File: config.mk
export PLATFORM = sky130hd
export DESIGN_NAME = rf_writeback
export DESIGN_NICKNAME = d
export VERILOG_FILES = /design/src/rtl/rf_writeback_pkg.sv /design/src/rtl/rf_writeback_fifo2.sv /design/src/rtl/rf_writeback.sv
export SDC_FILE = /design/constraint.sdc
export NUM_CORES = 1
export LEC_CHECK = 0
export ABC_CLOCK_PERIOD_IN_PS = 5900
export CAP_MARGIN = 15
export CORE_UTILIZATION = 40
export CTS_BUF_LIST = sky130_fd_sc_hd__clkbuf_8
export DETAILED_ROUTE_END_ITERATION = 6
export GPL_TIMING_DRIVEN = 0
export PLACE_DENSITY = 0.67
export SYNTH_ARGS = -nofsm -noshare
export SYNTH_HDL_FRONTEND = slang
export SYNTH_SLANG_ARGS = --single-unit
export TNS_END_PERCENT = 5
File: constraint.sdc
create_clock -name clk_i -period 5.9 [get_ports clk_i]
set_clock_uncertainty 0.2 [all_clocks]
set_input_delay 1.18 -clock clk_i [delete_from_list [all_inputs] [get_ports clk_i]]
set_output_delay 1.18 -clock clk_i [all_outputs]
set_load 0.01 [all_outputs]
File: src/rtl/rf_writeback_pkg.sv
// rf_writeback_pkg: shared widths, constants and FIFO count encoding for the write-back block
package rf_writeback_pkg;
    localparam int DATA_W = 16;
    localparam int REG_AW = 3;
    localparam int REG_N  = 2 ** REG_AW;
    localparam logic [15:0] ZERO16 = 16'h0000;

    typedef enum logic [1:0] {
        CNT_EMPTY = 2'd0,
        CNT_ONE   = 2'd1,
        CNT_FULL  = 2'd2
    } fifo_cnt_e;
endpackage

File: src/rtl/rf_writeback_fifo2.sv
// wb_fifo2: two-entry in-order load buffer holding {reg, data} with push/pop and registered count
module wb_fifo2
    import rf_writeback_pkg::*;
#(
    parameter int DW = DATA_W,
    parameter int AW = REG_AW
) (
    input  logic          clk_i,
    input  logic          rst_i,
    input  logic          push,
    input  logic          pop,
    input  logic [AW-1:0] in_reg,
    input  logic [DW-1:0] in_data,
    output logic [AW-1:0] head_reg,
    output logic [DW-1:0] head_data,
    output fifo_cnt_e     count
);
    logic [AW-1:0] reg_q [2];
    logic [DW-1:0] data_q [2];
    logic          wr_ptr, rd_ptr;
    fifo_cnt_e     count_d;

    always_ff @(posedge clk_i) begin
        if (rst_i) begin
            count  <= CNT_EMPTY;
            wr_ptr <= 1'b0;
            rd_ptr <= 1'b0;
        end else begin
            count <= count_d;
            if (push) begin
                reg_q[wr_ptr]  <= in_reg;
                data_q[wr_ptr] <= in_data;
                wr_ptr         <= ~wr_ptr;
            end
            if (pop)
                rd_ptr <= ~rd_ptr;
        end
    end

    always_comb begin
        count_d = count;
        unique case (count)
            CNT_EMPTY: count_d = (push && !pop) ? CNT_ONE : CNT_EMPTY;
            CNT_ONE:   count_d = (push && !pop) ? CNT_FULL : (pop && !push) ? CNT_EMPTY : CNT_ONE;
            CNT_FULL:  count_d = (pop && !push) ? CNT_ONE : CNT_FULL;
            default:   count_d = CNT_EMPTY;
        endcase
    end

    assign head_reg  = reg_q[rd_ptr];
    assign head_data = data_q[rd_ptr];
endmodule

File: src/rtl/rf_writeback.sv
// rf_writeback: merges ALU and buffered load results into one registered register-file write, tracks busy registers
module rf_writeback
    import rf_writeback_pkg::*;
#(
    parameter int DATA_W = rf_writeback_pkg::DATA_W,
    parameter int REG_AW = rf_writeback_pkg::REG_AW,
    parameter int REG_N  = 2 ** REG_AW
) (
    input  logic              clk_i,
    input  logic              rst_i,
    input  logic              alu_valid_i,
    input  logic [REG_AW-1:0] alu_reg_i,
    input  logic [DATA_W-1:0] alu_data_i,
    input  logic              mem_valid_i,
    output logic              mem_ready_o,
    input  logic [REG_AW-1:0] mem_reg_i,
    input  logic [DATA_W-1:0] mem_data_i,
    input  logic              issue_i,
    input  logic [REG_AW-1:0] issue_reg_i,
    output logic [REG_N-1:0]  busy_o,
    output logic              regWrite_o,
    output logic [REG_AW-1:0] reg3_o,
    output logic [DATA_W-1:0] data3_o
);
    localparam logic [REG_N-1:0] ONE_HOT0 = {{(REG_N-1){1'b0}}, 1'b1};

    fifo_cnt_e         count;
    logic [REG_AW-1:0] head_reg, sel_reg;
    logic [DATA_W-1:0] head_data, sel_data;
    logic              mem_acc, fifo_nempty, push, pop, sel_valid;
    logic [REG_N-1:0]  clr_mask, set_mask, busy_d;

    // Ready depends only on the registered count so producers see no combinational path
    assign mem_ready_o = (count != CNT_FULL);
    assign mem_acc     = mem_valid_i & mem_ready_o;
    assign fifo_nempty = (count != CNT_EMPTY);

    always_comb begin
        pop       = !alu_valid_i && fifo_nempty;
        push      = mem_acc && (alu_valid_i || fifo_nempty);
        sel_valid = alu_valid_i || fifo_nempty || mem_acc;
        sel_reg   = alu_valid_i ? alu_reg_i  : fifo_nempty ? head_reg  : mem_reg_i;
        sel_data  = alu_valid_i ? alu_data_i : fifo_nempty ? head_data : mem_data_i;
        clr_mask  = sel_valid ? (ONE_HOT0 << sel_reg) : '0;
        set_mask  = issue_i ? (ONE_HOT0 << issue_reg_i) : '0;
        busy_d    = (busy_o & ~clr_mask) | set_mask;
    end

    wb_fifo2 #(.DW(DATA_W), .AW(REG_AW)) u_fifo (
        .clk_i     (clk_i),
        .rst_i     (rst_i),
        .push      (push),
        .pop       (pop),
        .in_reg    (mem_reg_i),
        .in_data   (mem_data_i),
        .head_reg  (head_reg),
        .head_data (head_data),
        .count     (count)
    );

    always_ff @(posedge clk_i) begin
        if (rst_i) begin
            busy_o     <= '0;
            regWrite_o <= 1'b0;
            reg3_o     <= '0;
            data3_o    <= '0;
        end else begin
            busy_o     <= busy_d;
            regWrite_o <= sel_valid;
            if (sel_valid) begin
                reg3_o  <= sel_reg;
                data3_o <= sel_data;
            end
        end
    end
endmodule

==> metrics.csv <==
stage;metric;value;unit
logic_synthesis;synth_area_leaders;edfxtp_1, dfxtp_1, a211oi_1;
grt;use_met2;0.3085;
grt;grt_usage;0.2015;
critical_path;worst-path-stages;4;
logic_synthesis;synth_flop_cell;edfxtp_1;
critical_path;startpoint_type;flip-flop;
layout;seqCellArea;1802;um2
logic_synthesis;syn_area;3113;um2
cts;clk_pin_slew_worst_paths;0.07;ns
drt;first_iter_violations;85;
logic_synthesis;synth-edff-count;38;
grt;first_global_vias;2476;
drt;drt_wl_total;7.636;mm
layout;area_growth;34.69;%
logic_synthesis;synth-seq-cells;71;
floorplan;start_util;0.4224;
critical_path;setup.worst_path.end_class;output pin;
critical_path;slowest_stage;clkdlybuf4s50_1;
cts;cts_buffer_depth;2;
pwr;ir_worst_vdd;0.0001351;V
critical_path;r2r-start;u_fifo.count[0];
placement;dp_hpwl;5.674;mm
timing;fmax;297.0;MHz
grt;grt-busiest-layer;met2;
grt;grt-ovfl-total;0;
critical_path;critPathMaxStageDelay;0.55;ns
logic_synthesis;synth_top_cell_area_share;0.3666;
worst_hold_path;hp-class;reg -> reg;
drt;firstDrtPassIters;4;
floorplan;die_w;90.22;um
logic_synthesis;avgSynthCellArea;10.92;um2
layout;antennaDiodeCount;0;
critical_path;r2r_slack;3.48;ns
logic_synthesis;yosys.area.top_type;edfxtp_1;
critical_path;cp-startpoint;u_fifo.count[0];
cts;cts_tree;built;
timing;fin_tns_setup;0;ns
pwr;p_per_area;266.3;nW/um2
floorplan;rows;31;
floorplan;die_y;90.22;um
critical_path;cp-endpoint;mem_ready_o;
critical_path;crit_required;4.52;ns
logic_synthesis;yosysMostFrequentCell;a211oi_1;
pwr;leakage;1.465;nW
timing;maxSlewViolCount;0;
logic_synthesis;seq_area_frac_synth;0.5788;
timing;final_hold_viol_count;0;
timing;setup_violations;0;
placement;place_congestion;0.8292;
critical_path;cp_cell_sequence;buf_6, clkbuf_1, nand2b_1, clkdlybuf4s50_1;
cts;clkLatencyLatePin;0.34;ns
cts;post_cts_buffers;0;
timing;worst_pin_slew;0.5383;ns
status;status;finished clean;
cts;cts_hold_buf;0;
grt;grt_pass1_wl;12.54;mm
placement;numPortBuffers;73;
layout;drive_above_1_share;0.07937;
timing;slew_headroom;0.6411;
floorplan;ioPinCount;75;
drt;avgRoutedWirePerCell;16.01;um
timing;rsz0062_at_grt;false;
drt;vias_per_cell;5.222;
logic_synthesis;ys_async_sr_fraction;0;
critical_path;worstPathMaxFanout;10;
cts;cts-root-buf;clkbuf_8;
logic_synthesis;synth_nets;333;
layout;nets;421;
critical_path;cp_num_buf_inv;3;
drt;drc;0;
logic_synthesis;synth_cell_types;36;
cts;clock-sinks;71;
drt;via_count;2491;
grt;use_met1;0.2743;
critical_path;reg2regPathDepth;6;
grt;grt_max_degree;12;
cts;cts.repair.resized;0;
critical_path;path_class;reg -> out;
cts;htreeDepth;3;
placement;place_ws;2.416;ns
floorplan;fp.coreArea;7370;um2
flow_run;maxCapViolations;0;
timing;min_period_over_period;0.5706;
drt;ant_nets;0;
layout;final.fill_count;654;
timing;setup_ws;2.534;ns
critical_path;r2r_end;u_fifo.data_q[1][5];
grt;grt.met3_usage;0.04230;
timing;fin_crit;3.366;ns
logic_synthesis;yosys_warnings;0;
floorplan;die_area;8140;um2
grt;antenna_found_initial;0;
logic_synthesis;syn_inst;285;
layout;multi_input_area;1186;um2
logic_synthesis;ys_top_cells_by_count;a211oi_1, nor2_1, edfxtp_1, dfxtp_1, nor3_1;
critical_path;crit_arrival;1.99;ns
cts;cts_buffers;9;
critical_path;worst_path_dominant_cell_family;buffers and inverters;
state kept, by name (all words and copies together), names as in the netlist, named ones only:
name           count
u_fifo.data_q     32
data3_o           16
busy_o             8
u_fifo.reg_q       6
reg3_o             3
u_fifo.count       2
regWrite_o         1
u_fifo.rd_ptr      1
u_fifo.wr_ptr      1
placed cells by master, fill, tap and decap left out, types with 11 or more instances in the layout:
master            n
a21oi_1          22
nor3_1           25
clkbuf_1         13
dfxtp_1          33
clkdlybuf4s50_1  73
mux2i_1          18
a211oi_1         43
nor2_1           40
clkbuf_8         11
edfxtp_1         38
through the flow:
step                std cells  hold WS [ns]  power (mW)  area, um2  utilization
floorplan                 285        0.2806      0.6879       3113            -
global route              477        0.3194       1.169       4193       0.5689
CTS                       477        0.3039       1.124       4193       0.5689
global placement          457        0.2916      0.7824       3968       0.5384
detailed placement        461        0.2945      0.7905       4023       0.5458
finish                    477        0.2994       1.116       4193       0.5689
tightest hold or removal path, stage by stage (launching register included):
cell      delay [ns]
dfxtp_1         0.31
nor2_1          0.09
a211oi_1        0.05
cell type report:
type | instances | area share
Sequential cell | 71 | 0.4297
Multi-Input combinational cell | 187 | 0.2829
Timing Repair Buffer | 77 | 0.1850
Clock buffer | 11 | 0.03611
Buffer | 24 | 0.02954
Tap cell | 99 | 0.02954
Clock inverter | 5 | 0.004476
Inverter | 3 | 0.002686
per-layer routing:
layer | routed length [um] | vias up
met5 | 0 | -
met4 | 133 | 0
met3 | 375 | 9
met2 | 3489 | 67
met1 | 3638 | 1170
li1 | - | 1245
how the worst min path moves through the flow:
stage | to | from | cells after the start | slack [ns]
after floorplan | flip-flop | u_fifo.rd_ptr | 2 | 0.28
after global placement | busy_o[1] | busy_o[1] | 2 | 0.29
after detailed placement | busy_o[0] | busy_o[0] | 2 | 0.29
after CTS | busy_o[0] | busy_o[0] | 2 | 0.30
after global routing | data3_o[9] | data3_o[9] | 2 | 0.32
final | data3_o[13] | data3_o[13] | 2 | 0.30
power breakdown:
part / leakage, nW / internal [mW] / switching [mW] / total [mW]
Combinational: 0.745 / 0.108 / 0.110 / 0.219
Sequential: 0.618 / 0.549 / 0.0119 / 0.561
Clock: 0.102 / 0.168 / 0.169 / 0.337
logic make-up (layout without fill, tap and decap cells):
family                   Yosys count  in the layout  share of synthesized area
flip-flops                        71             71                     0.5788
adder cells (fa/ha/maj)            2              2                   0.008037
AND/OR/NAND/NOR                   90             90                     0.1391
XOR/XNOR                           2              2                   0.005628
multiplexers                      19             19                    0.06149
AO/OA/AOI/OAI                     74             74                     0.1636
buffers and inverters             27            120                    0.04341
Power figures use the tool's default switching activity.
